File: src/rtl/tx_timer_mc.sv
// tx_timer_mc: multi-channel timeout timer for the alink TX path.
// NCH independent counters run against one shared timeout. Each channel can
// run one-shot or auto-reload, and reports busy, a one-cycle expiry pulse
// and a sticky expiry flag. All outputs come straight from flops.
module tx_timer_mc #(
  parameter int NCH = 4,
  parameter int TW  = 26
) (
  input  logic                 clk,
  input  logic                 rst_n,
  input  logic                 reg_flush,
  input  logic [31:0]          reg_tout,
  input  logic [NCH-1:0]       reg_periodic,
  input  logic [NCH-1:0]       reg_sts_clr,
  input  logic [NCH-1:0]       timer_start,
  input  logic [NCH-1:0]       timer_stop,
  output logic [NCH-1:0]       timer_busy,
  output logic [NCH-1:0]       timer_expire,
  output logic [NCH-1:0]       timer_sts,
  output logic [32*NCH-1:0]    timer_cnt
);

  // Only the low TW bits of the shared timeout are meaningful.
  logic [TW-1:0]  tout_eff;
  logic           tout_off;
  logic           unused_tout_bits;

  assign tout_eff         = reg_tout[TW-1:0];
  assign tout_off         = (tout_eff == '0);
  assign unused_tout_bits = ^reg_tout;

  logic [TW-1:0]  cnt_q [NCH];
  logic [TW-1:0]  cnt_d [NCH];
  logic [NCH-1:0] busy_q, busy_d;
  logic [NCH-1:0] exp_q,  exp_d;
  logic [NCH-1:0] sts_q,  sts_d;
  logic [NCH-1:0] term;

  // Per-channel next state: flush > stop > start > disabled > terminal > increment.
  always_comb begin
    for (int i = 0; i < NCH; i++) begin
      cnt_d[i]  = cnt_q[i];
      busy_d[i] = busy_q[i];
      exp_d[i]  = 1'b0;
      sts_d[i]  = sts_q[i];
      term[i]   = 1'b0;

      if (reg_flush) begin
        cnt_d[i]  = '0;
        busy_d[i] = 1'b0;
      end else if (timer_stop[i]) begin
        cnt_d[i]  = '0;
        busy_d[i] = 1'b0;
      end else if (timer_start[i] && !tout_off) begin
        // A restart also swallows a terminal count that lands on this edge.
        cnt_d[i]  = TW'(1);
        busy_d[i] = 1'b1;
      end else if (tout_off) begin
        // A zero timeout disables the timer; running channels drop silently.
        cnt_d[i]  = '0;
        busy_d[i] = 1'b0;
      end else if (busy_q[i]) begin
        // >= so that shrinking the timeout below the count expires at once.
        if (cnt_q[i] >= tout_eff) begin
          term[i]  = 1'b1;
          exp_d[i] = 1'b1;
          if (reg_periodic[i]) begin
            cnt_d[i]  = TW'(1);
            busy_d[i] = 1'b1;
          end else begin
            cnt_d[i]  = '0;
            busy_d[i] = 1'b0;
          end
        end else begin
          cnt_d[i] = cnt_q[i] + TW'(1);
        end
      end

      // Sticky flag: flush clears, expiry beats a same-cycle software clear.
      if (reg_flush) begin
        sts_d[i] = 1'b0;
      end else if (term[i]) begin
        sts_d[i] = 1'b1;
      end else if (reg_sts_clr[i]) begin
        sts_d[i] = 1'b0;
      end
    end
  end

  // Channel state registers with asynchronous clear.
  always_ff @(posedge clk or negedge rst_n) begin
    if (!rst_n) begin
      for (int i = 0; i < NCH; i++) begin
        cnt_q[i] <= '0;
      end
      busy_q <= '0;
      exp_q  <= '0;
      sts_q  <= '0;
    end else begin
      for (int i = 0; i < NCH; i++) begin
        cnt_q[i] <= cnt_d[i];
      end
      busy_q <= busy_d;
      exp_q  <= exp_d;
      sts_q  <= sts_d;
    end
  end

  assign timer_busy   = busy_q;
  assign timer_expire = exp_q;
  assign timer_sts    = sts_q;

  // Pack each TW-bit count into its zero-extended 32-bit lane.
  always_comb begin
    timer_cnt = '0;
    for (int i = 0; i < NCH; i++) begin
      timer_cnt[32*i +: TW] = cnt_q[i];
    end
  end

endmodule

File: config.mk
export PLATFORM = sky130hd
export DESIGN_NAME = tx_timer_mc
export DESIGN_NICKNAME = d
export VERILOG_FILES = /design/src/rtl/tx_timer_mc.sv
export SDC_FILE = /design/constraint.sdc
export NUM_CORES = 1
export LEC_CHECK = 0
export BUFFER_PORTS_ARGS = -buffer_cell sky130_fd_sc_hd__buf_2
export CORE_MARGIN = 3
export CORE_UTILIZATION = 30
export DETAILED_ROUTE_END_ITERATION = 16
export PLACE_DENSITY = 0.62
export SYNTH_ARGS = -nofsm -noshare
export SYNTH_HDL_FRONTEND = slang
export SYNTH_SLANG_ARGS = --single-unit
File: constraint.sdc
create_clock -name clk -period 2.51 [get_ports clk]
set_input_delay 0.3765 -clock clk [delete_from_list [all_inputs] [get_ports clk]]
set_output_delay 0.3765 -clock clk [all_outputs]
set_load 0.01 [all_outputs]
==> summary.md, run 1 <==
| Metric | Value |
|---|---|
| P per Cell Area | `405 nW/um^2` |
| Peak Freq | `410 MHz` |
| Initial antenna violation count | `0` |
| Post-synthesis sequential area ratio | `33.0%` |
| Largest net degree at the start of global routing | `48` |
| First-pass GRT wire length | `50,300 um` |
| Fin area | `12,400 sq um` |
| Pre-CTS setup slack | `-263 ps` |
| Period utilization | `97.1%` |
| CP required | `2860 ps` |
| WS Path Type | `reg2reg` |
| NetSw | `1.26 mW` |
| Grt ovf | `0` |
| Die X-Extent | `177 um` |
| Core box area | `28,800 sq um` |
| Maximum VDD drop | `0.285 mV` |
| Syn Std Cell Area | `8790 sq um` |
| Clk buf depth | `2` |
| Vias per Instance | `5.25` |
| Max-cap violations | `0` |
| Iter 0 DRT Violations | `815` |
| TritonCTS buffer count | `17` |
| Slew HR | `59.1%` |
| Via Count | `9,228` |
| Hold Worst Slack | `177 ps` |
| Chip height | `177 um` |
| DR pass1 iterations | `5` |
| Average wire per standard cell | `18.7 um` |
| Netlist cell types | `66` |
| Internal Power | `3.76 mW` |
| Min cycle time layout | `2440 ps` |
| Net count, final | `1,520` |
| Status | `finished clean` |
| Post-synth ARST share | `100%` |
| Worst EP arrival | `2790 ps` |
| Top-area cell type share of the netlist area | `33.0%` |
| Setup TNS Final | `0 ps` |
| # setup viols final | `0` |
| Dpl cell area | `11,400 sq um` |
| Startpoint type of the worst setup path | `flip-flop` |
| Residual DRC | `0` |
| Initial Utilization | `30.5%` |
| Combinational share of power | `11.0%` |
| PortBufs | `160` |
| Leading post-synthesis cells by cell area | `dfrtp_1 33%, ha_1 15%, nor2_1 4.4%` |
| Yosys reg bits | `116` |
| Worst-path clk slew | `60 ps` |
| GRT Overall Usage | `20.7%` |
| Final estimated routing congestion in global placement | `0.910` |
| H-tree lvl count | `4` |
| Worst-Margin Slew | `607 ps` |
| Critical Path End Type | `flip-flop` |
| Worst-Skew Late Latency | `430 ps` |
| Leading area contributor after synthesis | `dfrtp_1` |
| Final max-slew violation count | `0` |
| Switching part of the total | `25.0%` |
| Sink Count | `116` |
| Clock Power Share | `51.3%` |
| Sequential Power Share | `37.7%` |
| Detail Route Antenna Nets | `0` |
| Layout cell share with drive strength beyond 1 | `32.8%` |
| Post-Syn Area per Cell | `8.74 sq um` |
| Leak | `6.32 nW` |
| Main flop type after synthesis | `dfrtp_1` |
| Clock Tree Root | `clkbuf_16` |
| Drt total wl | `32,900 um` |
| Setup Skew | `8.63 ps` |
| Internal reg-to-reg setup slack | `70 ps` |
| Filler cells | `2,814` |
| CTS tree | `done` |
| Vias in the first global route | `8,856` |
| Site row count | `62` |
| ANT cells | `0` |
| Synth Instances | `1,005` |
| Hold Path Class | `in2reg` |
| Final Hold Fails | `0` |
| DP HPWL | `25,800 um` |
| # IOs | `191` |
| Post-synth EDFFs | `0` |
| Area grow syn2layout | `41.0%` |
| Die footprint | `31,400 sq um` |
| Maximum fanout along the worst path | `5` |
| Fin worst setup slack | `72.6 ps` |
| Synth warn | `0` |
## final timing paths
kind / startpoint / depth (start not counted) / to
max in group asynchronous: rst_n / 3 / timer_cnt[99]
min reg2reg: timer_sts[2] / 1 / timer_sts[2]
max reg2reg: timer_cnt[32] / 10 / timer_cnt[44]
max: timer_cnt[32] / 10 / timer_cnt[44]
min in group asynchronous: rst_n / 2 / timer_cnt[17]
min: timer_stop[3] / 2 / timer_busy[3]
## state kept, by name, summed over array words and instances, names as in the netlist
signal        flops
timer_cnt       104
timer_sts         4
timer_busy        4
timer_expire      4
## Yosys cell counts (4+ instances only)
master    number
nor4_2         6
o21ai_0       45
nor2b_1       15
a31oi_1       10
o21a_1         4
nand2_1       71
nor3b_1        9
nand2b_1       5
buf_2          9
o211ai_1       6
a22o_1         7
nand4_1       39
nand3_1       46
or3_1          7
a22oi_1       14
o31ai_1       20
ha_1         108
nand3b_1       4
clkbuf_1      17
a21o_1        22
buf_4         24
o21bai_1       5
nor4_1        17
inv_1         54
a21oi_1       42
xnor2_1       24
nor3_1        20
a32oi_1        5
dfrtp_1      116
and2_1         8
a211oi_1       5
nor2_1       104
xor2_1        19
o21ai_1        5
and3_1        37
a221oi_1       7
and4_1         6
o41ai_1        4
## critical path: stages (launching register included)
cell,delay [ps]
dfrtp_1,390
inv_2,90
ha_4,200
nand2b_4,130
a21o_1,150
a311oi_1,260
o21ai_1,140
a2111o_1,560
buf_6,180
o21ai_0,140
o21bai_1,130
## cell type report
class                           instances  area [sq um]  share of cell area, %
Multi-Input combinational cell        806          5700                   46.0
Sequential cell                       116          2900                   23.4
Timing Repair Buffer                  366          2500                   20.2
Clock buffer                           23           488                   3.94
Tap cell                              384           480                   3.88
Inverter                               54           203                   1.64
Clock inverter                          8           124                  0.999
## timing repair
item	4_1_cts	5_1_grt
endpoints found under the hold margin	21	0
gates resized for setup	5	53
buffers inserted	0	4
endpoints found under the setup margin	23	62
hold buffers	1	0
cloned	0	2
pin swaps	2	18
## stage by stage
step | total power, mW | utilization [%] | cells
floorplan | 2.15 | - | 1028
global placement | 2.43 | 39.8 | 1719
detailed placement | 2.44 | 39.8 | 1719
CTS | 5.02 | 42.0 | 1751
global route | 5.18 | 43.1 | 1757
finish | 5.01 | 43.1 | 1757
## cell families (layout without fill, tap and decap cells)
group,count (synthesis),count (layout),share of synthesized area [%]
AO/OA/AOI/OAI,221,221,17.0
XOR/XNOR,43,43,4.29
adder cells (fa/ha/maj),108,108,15.4
buffers and inverters,106,451,5.68
flip-flops,116,116,33.0
multiplexers,3,3,0.342
other,1,24,0.0427
AND/OR/NAND/NOR,407,407,24.3
## power by group through the flow
stage	clock network, mW	logic [mW]	registers, mW
2_1_floorplan	0	0.231	1.92
3_3_place_gp	0	0.506	1.92
3_5_place_dp	0	0.517	1.92
4_1_cts	2.60	0.524	1.89
5_1_grt	2.68	0.604	1.89
6_report	2.57	0.552	1.89
## cells in the final DEF, fill, tap and decap left out, types with 20 or more instances in the layout
master / synthesis / layout
a21o_1: 22 / 22
a21oi_1: 42 / 39
and3_1: 37 / 36
buf_2: 9 / 159
buf_4: 24 / 193
conb_1: 1 / 24
dfrtp_1: 116 / 115
ha_1: 108 / 100
inv_1: 54 / 52
nand2_1: 71 / 71
nand3_1: 46 / 46
nand4_1: 39 / 39
nor2_1: 104 / 103
o21ai_0: 45 / 30
o31ai_1: 20 / 20
xnor2_1: 24 / 24
## metal layers
layer	track usage (%)	routed length (um)	vias up
met4	6.15	716	0
met5	0	0	-
met2	32.4	14900	368
li1	-	-	4373
met1	28.9	14900	4444
met3	4.05	2340	43
Note: power is estimated with default switching activity, not from simulation.
==> run 2, diff against run 1 <==
--- a/config.mk
+++ b/config.mk
@@ -5,7 +5,7 @@
 export SDC_FILE = /design/constraint.sdc
 export NUM_CORES = 1
 export LEC_CHECK = 0
-export BUFFER_PORTS_ARGS = -buffer_cell sky130_fd_sc_hd__buf_2
+export BUFFER_PORTS_ARGS = -buffer_cell sky130_fd_sc_hd__buf_4
 export CORE_MARGIN = 3
 export CORE_UTILIZATION = 30
 export DETAILED_ROUTE_END_ITERATION = 16
==> run 2 against run 1 <==
The run now ends with negative hold slack left; clock power about the same; clock skew increased by 5.0 ps; count of clock-buffer cells in the layout is 3 lower; worst hold slack lost 190 ps; non-clock buffer count shrank 9; core utilization rose by 1.2 points; setup slack got worse by 5.1 ps; wire length decreased by 1.1%; critical path type unchanged; critical endpoint is now timer_cnt[38]; largest cell class unchanged.
==> summary.md, run 2 (synthesized netlist as in run 1, its figures left out) <==
| Metric | Value |
|---|---|
| Status | `finished with violations` |
| Violated checks | `negative hold slack` |
| Initial antenna violation count | `0` |
| Die X-Extent | `177 um` |
| Net count, final | `1,511` |
| Average wire per standard cell | `18.6 um` |
| Internal reg-to-reg setup slack | `70 ps` |
| Vias per Instance | `5.30` |
| Detail Route Antenna Nets | `0` |
| Commonest non-fill, non-tap cell in the layout | `buf_4` |
| Area grow syn2layout | `44.9%` |
| Core box area | `28,800 sq um` |
| First-pass GRT wire length | `49,700 um` |
| PortBufs | `160` |
| Setup Skew | `13.6 ps` |
| # setup viols final | `0` |
| Hold Path Class | `in2async` |
| Final Hold Fails | `33` |
| Residual DRC | `0` |
| Worst-Margin Slew | `661 ps` |
| Critical Path End Type | `flip-flop` |
| Maximum VDD drop | `0.353 mV` |
| RSZ-0062 raised after global routing | `yes` |
| Startpoint type of the worst setup path | `flip-flop` |
| CP required | `2860 ps` |
| Worst EP arrival | `2800 ps` |
| Peak Freq | `409 MHz` |
| WS Path Type | `reg2reg` |
| Sink Count | `116` |
| Capturing point of the worst reg2reg path | `timer_cnt[38]` |
| Register area | `2910 sq um` |
| P per Cell Area | `393 nW/um^2` |
| Worst-Skew Late Latency | `430 ps` |
| Area of the multi-input gates | `5680 sq um` |
| DP HPWL | `25,600 um` |
| Die footprint | `31,400 sq um` |
| Pre-CTS setup slack | `-292 ps` |
| TritonCTS buffer count | `17` |
| Max-cap violations | `0` |
| DR pass1 iterations | `5` |
| Maximum fanout along the worst path | `4` |
| Site row count | `62` |
| CTS tree | `done` |
| Met3 routed WL | `2310 um` |
| Fin worst setup slack | `67.5 ps` |
| H-tree lvl count | `4` |
| WL met2 | `14,900 um` |
| Iter 0 DRT Violations | `613` |
| Tot Pwr | `5.00 mW` |
| Initial Utilization | `30.5%` |
| DR top layer | `met4` |
| Drt total wl | `32,600 um` |
| Clk buf depth | `2` |
| Max FFs per register | `104` |
| Hold Worst Slack | `-14.5 ps` |
| Final max-slew violation count | `0` |
| Leak | `6.33 nW` |
| Most frequent cells in the layout | `341 x buf_4, 113 x dfrtp_1, 107 x ha_1, 103 x nor2_1, 71 x nand2_1` |
| Slew HR | `55.9%` |
| DRT met1 WL | `14,600 um` |
| Filler cells | `2,787` |
| GRT Overall Usage | `20.5%` |
| Chip height | `177 um` |
| Worst-path clk slew | `60 ps` |
| ANT cells | `0` |
| Clock Tree Root | `clkbuf_16` |
| Largest net degree at the start of global routing | `52` |
| Via Count | `9,275` |
| Reg2Reg Depth | `10` |
| Hold buffers post-CTS | `0` |
| Grt ovf | `0` |
| # IOs | `191` |
| Layout cell share with drive strength beyond 1 | `32.6%` |
| Final estimated routing congestion in global placement | `0.904` |
| Period utilization | `97.3%` |
| R2r startpoint | `timer_cnt[32]` |
| Vias in the first global route | `8,753` |
| Min cycle time layout | `2440 ps` |
run 2: cell types whose count changed in the layout (fill, tap and decap cells not counted), sizes merged:
cell,delta
clkbuf,-3
buf,-8
dlygate4sd3,-1
clkinv,+4
run 2: metrics by stage:
| stage | instances | hold slack (ps) | utilization (%) | area [sq um] | setup TNS (ps) |
|---|---|---|---|---|---|
| CTS | 1744 | 14.5 | 43.2 | 12400 | 0 |
| floorplan | 1028 | 80.9 | - | 8870 | 0 |
| finish | 1749 | -14.5 | 44.3 | 12700 | 0 |
| detailed placement | 1712 | 460 | 41.1 | 11800 | -15220 |
| global route | 1749 | 35.1 | 44.3 | 12700 | -345 |
| global placement | 1712 | 455 | 41.1 | 11800 | -10630 |
run 2: layout make-up:
type | count | share of cell area (%)
multi-input combinational | 806 | 44.6
clock inverter | 12 | 1.22
clock buffer | 20 | 3.59
sequential | 116 | 22.8
timing repair buffer | 357 | 22.4
inverter | 54 | 1.59
tap | 384 | 3.77
run 2: worst max-delay path by stage:
stage	from	to	slack, ps	cells after the start
after floorplan	timer_cnt[32]	timer_cnt[38]	60	10
after global placement	reg_tout[15]	timer_cnt[82]	-210	12
after detailed placement	reg_tout[7]	timer_cnt[40]	-290	10
after CTS	timer_cnt[79]	timer_cnt[83]	3	9
after global routing	timer_cnt[79]	timer_cnt[77]	-50	9
final	timer_cnt[32]	timer_cnt[38]	70	10
run 2: repair_timing:
action | in CTS | in global routing
endpoints found under the hold margin | 0 | 0
pin swaps | 2 | 10
setup endpoints to repair | 23 | 73
buffers inserted | 0 | 3
gates cloned | 0 | 2
gates resized for setup | 4 | 54
run 2: metal layers:
layer	vias up	GRT usage, %
li1	4380	-
met1	4489	28.3
met2	367	32.2
met3	39	4.27
met4	0	6.09
met5	-	0
run 2: critical path: stages (launching register included):
cell	delay, ps
dfrtp_1	380
inv_1	80
ha_1	220
nand2b_1	140
a21o_1	190
a311oi_2	300
o21ai_2	100
a2111o_1	470
buf_4	180
o21a_1	190
a21oi_2	130
run 2: report_power, final:
group          switching [mW]  total [mW]  internal (mW)
Combinational           0.322       0.555          0.232
Sequential             0.0132        1.89           1.88
Clock                   0.945        2.56           1.61
